$ cat src/rtl/dmem_arbiter_if.sv
// Bus bundle between the core load/store path, the host port and the
// single-port DataRAM. The arbiter takes the slave view; the surrounding
// environment (core, host and RAM) takes the master view.
interface dmem_arbiter_if #(
  parameter int AW = 8,
  parameter int DW = 8
) ();
  // core side
  logic          core_req;
  logic          core_we;
  logic [AW-1:0] core_addr;
  logic [DW-1:0] core_wdata;
  logic          core_gnt;
  logic          core_stall;
  logic          core_rvalid;
  logic [DW-1:0] core_rdata;
  // host side
  logic          host_req;
  logic          host_we;
  logic [AW-1:0] host_addr;
  logic [DW-1:0] host_wdata;
  logic          host_lock;
  logic          host_gnt;
  logic          host_rvalid;
  logic [DW-1:0] host_rdata;
  logic          host_locked;
  // DataRAM side
  logic [AW-1:0] ram_addr;
  logic          ram_we;
  logic [DW-1:0] ram_wdata;
  logic [DW-1:0] ram_rdata;

  modport slave (
    input  core_req, core_we, core_addr, core_wdata,
    output core_gnt, core_stall, core_rvalid, core_rdata,
    input  host_req, host_we, host_addr, host_wdata, host_lock,
    output host_gnt, host_rvalid, host_rdata, host_locked,
    output ram_addr, ram_we, ram_wdata,
    input  ram_rdata
  );

  modport master (
    output core_req, core_we, core_addr, core_wdata,
    input  core_gnt, core_stall, core_rvalid, core_rdata,
    output host_req, host_we, host_addr, host_wdata, host_lock,
    input  host_gnt, host_rvalid, host_rdata, host_locked,
    input  ram_addr, ram_we, ram_wdata,
    output ram_rdata
  );
endinterface

$ cat src/rtl/dmem_arbiter.sv
// DataRAM arbiter: core has fixed priority, the host is force-granted after
// STARVE_MAX lost cycles, and the host can take exclusive ownership via
// host_lock. Grants are combinational; read data returns one cycle later.
module dmem_arbiter #(
  parameter int AW         = 8,
  parameter int DW         = 8,
  parameter int STARVE_MAX = 4
) (
  input logic           CLK,
  input logic           start,
  dmem_arbiter_if.slave bus
);

  localparam logic [0:0] NORMAL     = 1'b0;
  localparam logic [0:0] LOCKED     = 1'b1;
  localparam logic [7:0] STARVE_LIM = 8'(STARVE_MAX);

  logic [0:0]    state_r;
  logic [0:0]    stateNext_s;
  logic [7:0]    starveCnt_r;
  logic [7:0]    starveNext_s;
  logic          coreRdPend_r;
  logic          hostRdPend_r;
  logic [AW-1:0] addrHold_r;

  logic          coreGnt_s;
  logic          hostGnt_s;
  logic [AW-1:0] ramAddr_s;
  logic          ramWe_s;
  logic [DW-1:0] ramWdata_s;

  // Pick at most one requester from the current requests and registered state.
  always_comb begin
    coreGnt_s = 1'b0;
    hostGnt_s = 1'b0;
    if (start) begin
      coreGnt_s = 1'b0;
      hostGnt_s = 1'b0;
    end else if (state_r == LOCKED) begin
      hostGnt_s = bus.host_req;
    end else if (bus.host_req && (starveCnt_r == STARVE_LIM)) begin
      hostGnt_s = 1'b1;
    end else begin
      coreGnt_s = bus.core_req;
      hostGnt_s = bus.host_req & ~bus.core_req;
    end
  end

  // Next lock state and host starvation count (saturating at the limit).
  always_comb begin
    stateNext_s  = NORMAL;
    starveNext_s = 8'd0;
    if (start) begin
      stateNext_s  = NORMAL;
      starveNext_s = 8'd0;
    end else begin
      stateNext_s = bus.host_lock ? LOCKED : NORMAL;
      if ((state_r == LOCKED) || !bus.host_req || hostGnt_s) begin
        starveNext_s = 8'd0;
      end else if (starveCnt_r < STARVE_LIM) begin
        starveNext_s = starveCnt_r + 8'd1;
      end else begin
        starveNext_s = starveCnt_r;
      end
    end
  end

  // Steer the granted requester onto the RAM; the address parks when idle.
  always_comb begin
    ramAddr_s  = {AW{1'b0}};
    ramWe_s    = 1'b0;
    ramWdata_s = {DW{1'b0}};
    if (start) begin
      ramAddr_s = {AW{1'b0}};
    end else if (coreGnt_s) begin
      ramAddr_s  = bus.core_addr;
      ramWe_s    = bus.core_we;
      ramWdata_s = bus.core_wdata;
    end else if (hostGnt_s) begin
      ramAddr_s  = bus.host_addr;
      ramWe_s    = bus.host_we;
      ramWdata_s = bus.host_wdata;
    end else begin
      ramAddr_s = addrHold_r;
    end
  end

  // Register lock state, starvation count, parked address and read-return flags.
  always_ff @(posedge CLK) begin
    if (start) begin
      state_r      <= NORMAL;
      starveCnt_r  <= 8'd0;
      addrHold_r   <= {AW{1'b0}};
      coreRdPend_r <= 1'b0;
      hostRdPend_r <= 1'b0;
    end else begin
      state_r      <= stateNext_s;
      starveCnt_r  <= starveNext_s;
      addrHold_r   <= ramAddr_s;
      coreRdPend_r <= coreGnt_s & ~bus.core_we;
      hostRdPend_r <= hostGnt_s & ~bus.host_we;
    end
  end

  // A read in flight when start rises is dropped rather than delivered.
  assign bus.core_gnt    = coreGnt_s;
  assign bus.host_gnt    = hostGnt_s;
  assign bus.core_stall  = bus.core_req & ~coreGnt_s & ~start;
  assign bus.core_rvalid = coreRdPend_r & ~start;
  assign bus.host_rvalid = hostRdPend_r & ~start;
  assign bus.core_rdata  = bus.core_rvalid ? bus.ram_rdata : {DW{1'b0}};
  assign bus.host_rdata  = bus.host_rvalid ? bus.ram_rdata : {DW{1'b0}};
  assign bus.host_locked = (state_r == LOCKED) & ~start;
  assign bus.ram_addr    = ramAddr_s;
  assign bus.ram_we      = ramWe_s;
  assign bus.ram_wdata   = ramWdata_s;

endmodule

$ cat src/flat_wrapper.sv
// flat-port wrapper written by rule: the top's interface ports become plain ports
module dmem_arbiter_flat 
#(
  parameter int AW         = 8,
  parameter int DW         = 8,
  parameter int STARVE_MAX = 4
)
  (CLK, start, bus_core_req, bus_core_we, bus_core_addr, bus_core_wdata, bus_core_gnt, bus_core_stall, bus_core_rvalid, bus_core_rdata, bus_host_req, bus_host_we, bus_host_addr, bus_host_wdata, bus_host_lock, bus_host_gnt, bus_host_rvalid, bus_host_rdata, bus_host_locked, bus_ram_addr, bus_ram_we, bus_ram_wdata, bus_ram_rdata);
  dmem_arbiter_if #(.AW(AW), .DW(DW)) bus_i ();
  input logic CLK;
  input logic start;
  input wire logic [$bits(bus_i.core_req)-1:0] bus_core_req;
  input wire logic [$bits(bus_i.core_we)-1:0] bus_core_we;
  input wire logic [$bits(bus_i.core_addr)-1:0] bus_core_addr;
  input wire logic [$bits(bus_i.core_wdata)-1:0] bus_core_wdata;
  output wire logic [$bits(bus_i.core_gnt)-1:0] bus_core_gnt;
  output wire logic [$bits(bus_i.core_stall)-1:0] bus_core_stall;
  output wire logic [$bits(bus_i.core_rvalid)-1:0] bus_core_rvalid;
  output wire logic [$bits(bus_i.core_rdata)-1:0] bus_core_rdata;
  input wire logic [$bits(bus_i.host_req)-1:0] bus_host_req;
  input wire logic [$bits(bus_i.host_we)-1:0] bus_host_we;
  input wire logic [$bits(bus_i.host_addr)-1:0] bus_host_addr;
  input wire logic [$bits(bus_i.host_wdata)-1:0] bus_host_wdata;
  input wire logic [$bits(bus_i.host_lock)-1:0] bus_host_lock;
  output wire logic [$bits(bus_i.host_gnt)-1:0] bus_host_gnt;
  output wire logic [$bits(bus_i.host_rvalid)-1:0] bus_host_rvalid;
  output wire logic [$bits(bus_i.host_rdata)-1:0] bus_host_rdata;
  output wire logic [$bits(bus_i.host_locked)-1:0] bus_host_locked;
  output wire logic [$bits(bus_i.ram_addr)-1:0] bus_ram_addr;
  output wire logic [$bits(bus_i.ram_we)-1:0] bus_ram_we;
  output wire logic [$bits(bus_i.ram_wdata)-1:0] bus_ram_wdata;
  input wire logic [$bits(bus_i.ram_rdata)-1:0] bus_ram_rdata;
  assign bus_i.core_req = bus_core_req;
  assign bus_i.core_we = bus_core_we;
  assign bus_i.core_addr = bus_core_addr;
  assign bus_i.core_wdata = bus_core_wdata;
  assign bus_core_gnt = bus_i.core_gnt;
  assign bus_core_stall = bus_i.core_stall;
  assign bus_core_rvalid = bus_i.core_rvalid;
  assign bus_core_rdata = bus_i.core_rdata;
  assign bus_i.host_req = bus_host_req;
  assign bus_i.host_we = bus_host_we;
  assign bus_i.host_addr = bus_host_addr;
  assign bus_i.host_wdata = bus_host_wdata;
  assign bus_i.host_lock = bus_host_lock;
  assign bus_host_gnt = bus_i.host_gnt;
  assign bus_host_rvalid = bus_i.host_rvalid;
  assign bus_host_rdata = bus_i.host_rdata;
  assign bus_host_locked = bus_i.host_locked;
  assign bus_ram_addr = bus_i.ram_addr;
  assign bus_ram_we = bus_i.ram_we;
  assign bus_ram_wdata = bus_i.ram_wdata;
  assign bus_i.ram_rdata = bus_ram_rdata;
  dmem_arbiter #(.AW(AW), .DW(DW), .STARVE_MAX(STARVE_MAX)) u_core (.CLK(CLK), .start(start), .bus(bus_i));
endmodule
$ cat config.mk
export PLATFORM = sky130hd
export DESIGN_NAME = dmem_arbiter_flat
export DESIGN_NICKNAME = d
export VERILOG_FILES = /design/src/rtl/dmem_arbiter_if.sv /design/src/rtl/dmem_arbiter.sv /design/src/flat_wrapper.sv
export SDC_FILE = /design/constraint.sdc
export NUM_CORES = 1
export LEC_CHECK = 0
export BUFFER_PORTS_ARGS = -buffer_cell sky130_fd_sc_hd__buf_2
export CAP_MARGIN = 20
export CORE_MARGIN = 1.5
export CORE_UTILIZATION = 31
export DETAILED_ROUTE_END_ITERATION = 12
export PLACE_DENSITY_LB_ADDON = 0.15
export SKIP_CTS_REPAIR_TIMING = 1
export SLEW_MARGIN = 20
export SYNTH_ARGS = -nofsm -noshare
export SYNTH_HDL_FRONTEND = slang
export SYNTH_SLANG_ARGS = --single-unit
$ cat constraint.sdc
create_clock -name CLK -period 4.6 [get_ports CLK]
set_clock_uncertainty 0.1 [all_clocks]
set_input_delay 0.46 -clock CLK [delete_from_list [all_inputs] [get_ports CLK]]
set_output_delay 0.46 -clock CLK [all_outputs]
set_load 0.02 [all_outputs]
==> results.toml <==
[power]
finalPower_w = 0.000393
intPower_w = 0.000278
ir_drop_v = 0.000179
cellPowerDensity_mw_per_mm2 = 230
p_leak_nw = 0.840
seq_power_share_pct = 44.3
pwr-share-clk_pct = 29.1
switching_share_pct = 29.2
combinationalPowerShare_pct = 26.6
power_switching_w = 0.000115

[global_routing]
grt_pass1_vias = 1124
track_usage_pct = 14.2
overflow = 0
grt_pass1_wl_mm = 4.94
antenna_found_initial = 0
grt_max_degree = 24

[floorplan]
boundaryPins = 86
coreArea_mm2 = 0.00397
die_height_um = 66.9
initial_core_util_pct = 31.9
dieArea_mm2 = 0.00447
rows = 23
die_x_um = 66.9

[clock_network]
clk_pin_slew_ps = 70
cts_root_buffer = "clkbuf_8"
clockBufferDepth = 2
cts_buffers = 3
insertion_delay_ps = 250
cts.sink_count = 19
cts_tree = "done"
cts-htree-levels = 1

[cells_and_area]
drive_gt1_share_pct = 49.0
antenna_cells = 0
fill_cells = 408
fin_util_pct = 43.0
area_growth_pct = 35.0
fin_nets = 254

[synthesis]
synth_cell_types = 28
yosysTopAreaCellShare_pct = 30.1
yosysSeqAreaShare_pct = 30.1
synth_top_area_cell = "dfxtp_1"
yosys_warnings = 0
synth_nets = 178
syn_inst = 129
netlist_top_cells_area = "dfxtp_1 (30%), and2_1 (11%), a211oi_1 (11%)"
synth_edf_count = 0
synthTopCellsByCount = "and2_1 (23), dfxtp_1 (19), a211oi_1 (18)"
avgSynthCellArea_um2 = 9.81
syn_area_mm2 = 0.00126
async_reset_ff_share_pct = 0
ys.flop_type = "dfxtp_1"
synth_most_common_cell = "and2_1"
synth.ff_latch_count = 19

[timing]
min_period_over_period_pct = 69.4
slew_violations = 0
timing.fmax_mhz = 313
finalHoldViolCount = 0
max-slew-margin-rel_pct = 39.3
rsz0062_at_grt = "no"
timing.hold.ws_ps = 270
tightest_slew_ps = 897
finalSetupViolCount = 0
finalCriticalPeriod_ps = 3190
tns_ps = 0

[critical_path]
crit_family = "simple AND/OR/NAND/NOR gates"
cp_max_fo = 17
critical_path_required_ps = 4040
cp-start-kind = "input port"
crit_type = "input port to output port"
crit_buf_inv = 2
path_cells = "buf_2, nor4bb_2, a21o_1, nor2b_1, buf_2"
crit_arrival_ps = 2630
cp_slowest_cell = "nor4bb_2"
crit_top_cell = "buf_2"
cp-end-kind = "output port"
critPathMaxStageDelay_ps = 860

[placed_design]
gp_congestion = 0.719
hpwl_mm = 2.70
io_buffers = 85

[drt]
firstDrtPassIters = 4
viasPerCell = 4.93
ant_nets = 0
wl_per_cell_um = 13.3
drc_errors = 0
wl_mm = 3.37
drt_iter0_markers = 51
vias = 1253

[status]
status = "completed"

[hold_path]
min_path_type = "input port to flip-flop"

[job]
cap_violations = 0
==> layout by cell type (no fill, tap or decap), types with 3 or more instances in the layout <==
cell type / synthesis / routed
mux2i_1: 8 / 8
a32o_1: 11 / 11
and2_1: 23 / 23
clkbuf_8: 0 / 3
a211oi_1: 18 / 18
buf_2: 3 / 85
nor2b_1: 7 / 7
dfxtp_1: 19 / 19
a211oi_2: 7 / 7
==> cells by family after synthesis <==
family / synth area share, %
AOI/OAI and AO/OA: 29.0
adders and majority gates: 1.98
buffers and inverters: 8.70
DFF: 30.1
muxes: 6.33
and+or+nand+nor: 23.9
==> sequential cells by signal (all words and copies together) (netlist names) <==
signal and count:
u_core.addrHold_r 8, u_core.coreRdPend_r 1, u_core.hostRdPend_r 1, u_core.starveCnt_r 8
u_core.state_r 1
==> layer usage <==
layer	GRT usage, %	up-vias	share of wire [%]
met5	0	-	0
met4	2.30	0	0.24
met3	4.39	2	9.2
met2	24.4	46	49
met1	17.6	571	41
li1	-	634	-
==> power by group through the flow <==
stage | registers (W) | clock network [W] | logic, W
after floorplan | 0.000177 | 0 | 0.0000702
after global placement | 0.000178 | 0 | 0.000102
after detailed placement | 0.000178 | 0 | 0.000104
after CTS | 0.000174 | 0.000118 | 0.000104
after global routing | 0.000175 | 0.000126 | 0.000113
final | 0.000174 | 0.000114 | 0.000104
==> cell type report <==
type	count	area, um^2	area share (%)
Multi-Input combinational cell	94	787	46.1
Timing Repair Buffer	85	425	24.9
Sequential cell	19	380	22.3
Tap cell	50	62.6	3.66
Clock buffer	4	45.0	2.64
Inverter	2	7.51	0.440
==> worst reg2reg max path, cell delays in order (launching register included) <==
cell and delay [ps]:
dfxtp_1 420, nor4bb_2 770, a21o_1 630, a211oi_1 160
==> path summary, 6_finish.rpt <==
kind              depth (start not counted)  slack, ps             startpoint                    end
setup / recovery                          5       1410           bus_host_req         bus_core_stall
hold / removal                            2        270            bus_core_we    u_core.coreRdPend_r
setup reg to reg                          3       2370  u_core.starveCnt_r[2]   u_core.addrHold_r[5]
hold reg to reg                           1        430  u_core.starveCnt_r[3]  u_core.starveCnt_r[3]
==> through the flow <==
stage	std cells	worst slack (ps)	cell area, um^2
final	254	1410	1710
after floorplan	129	2340	1260
after detailed placement	250	1460	1660
after CTS	254	1440	1700
after global placement	250	1520	1660
after global routing	254	1220	1710
(Power assumes the default switching activity.)
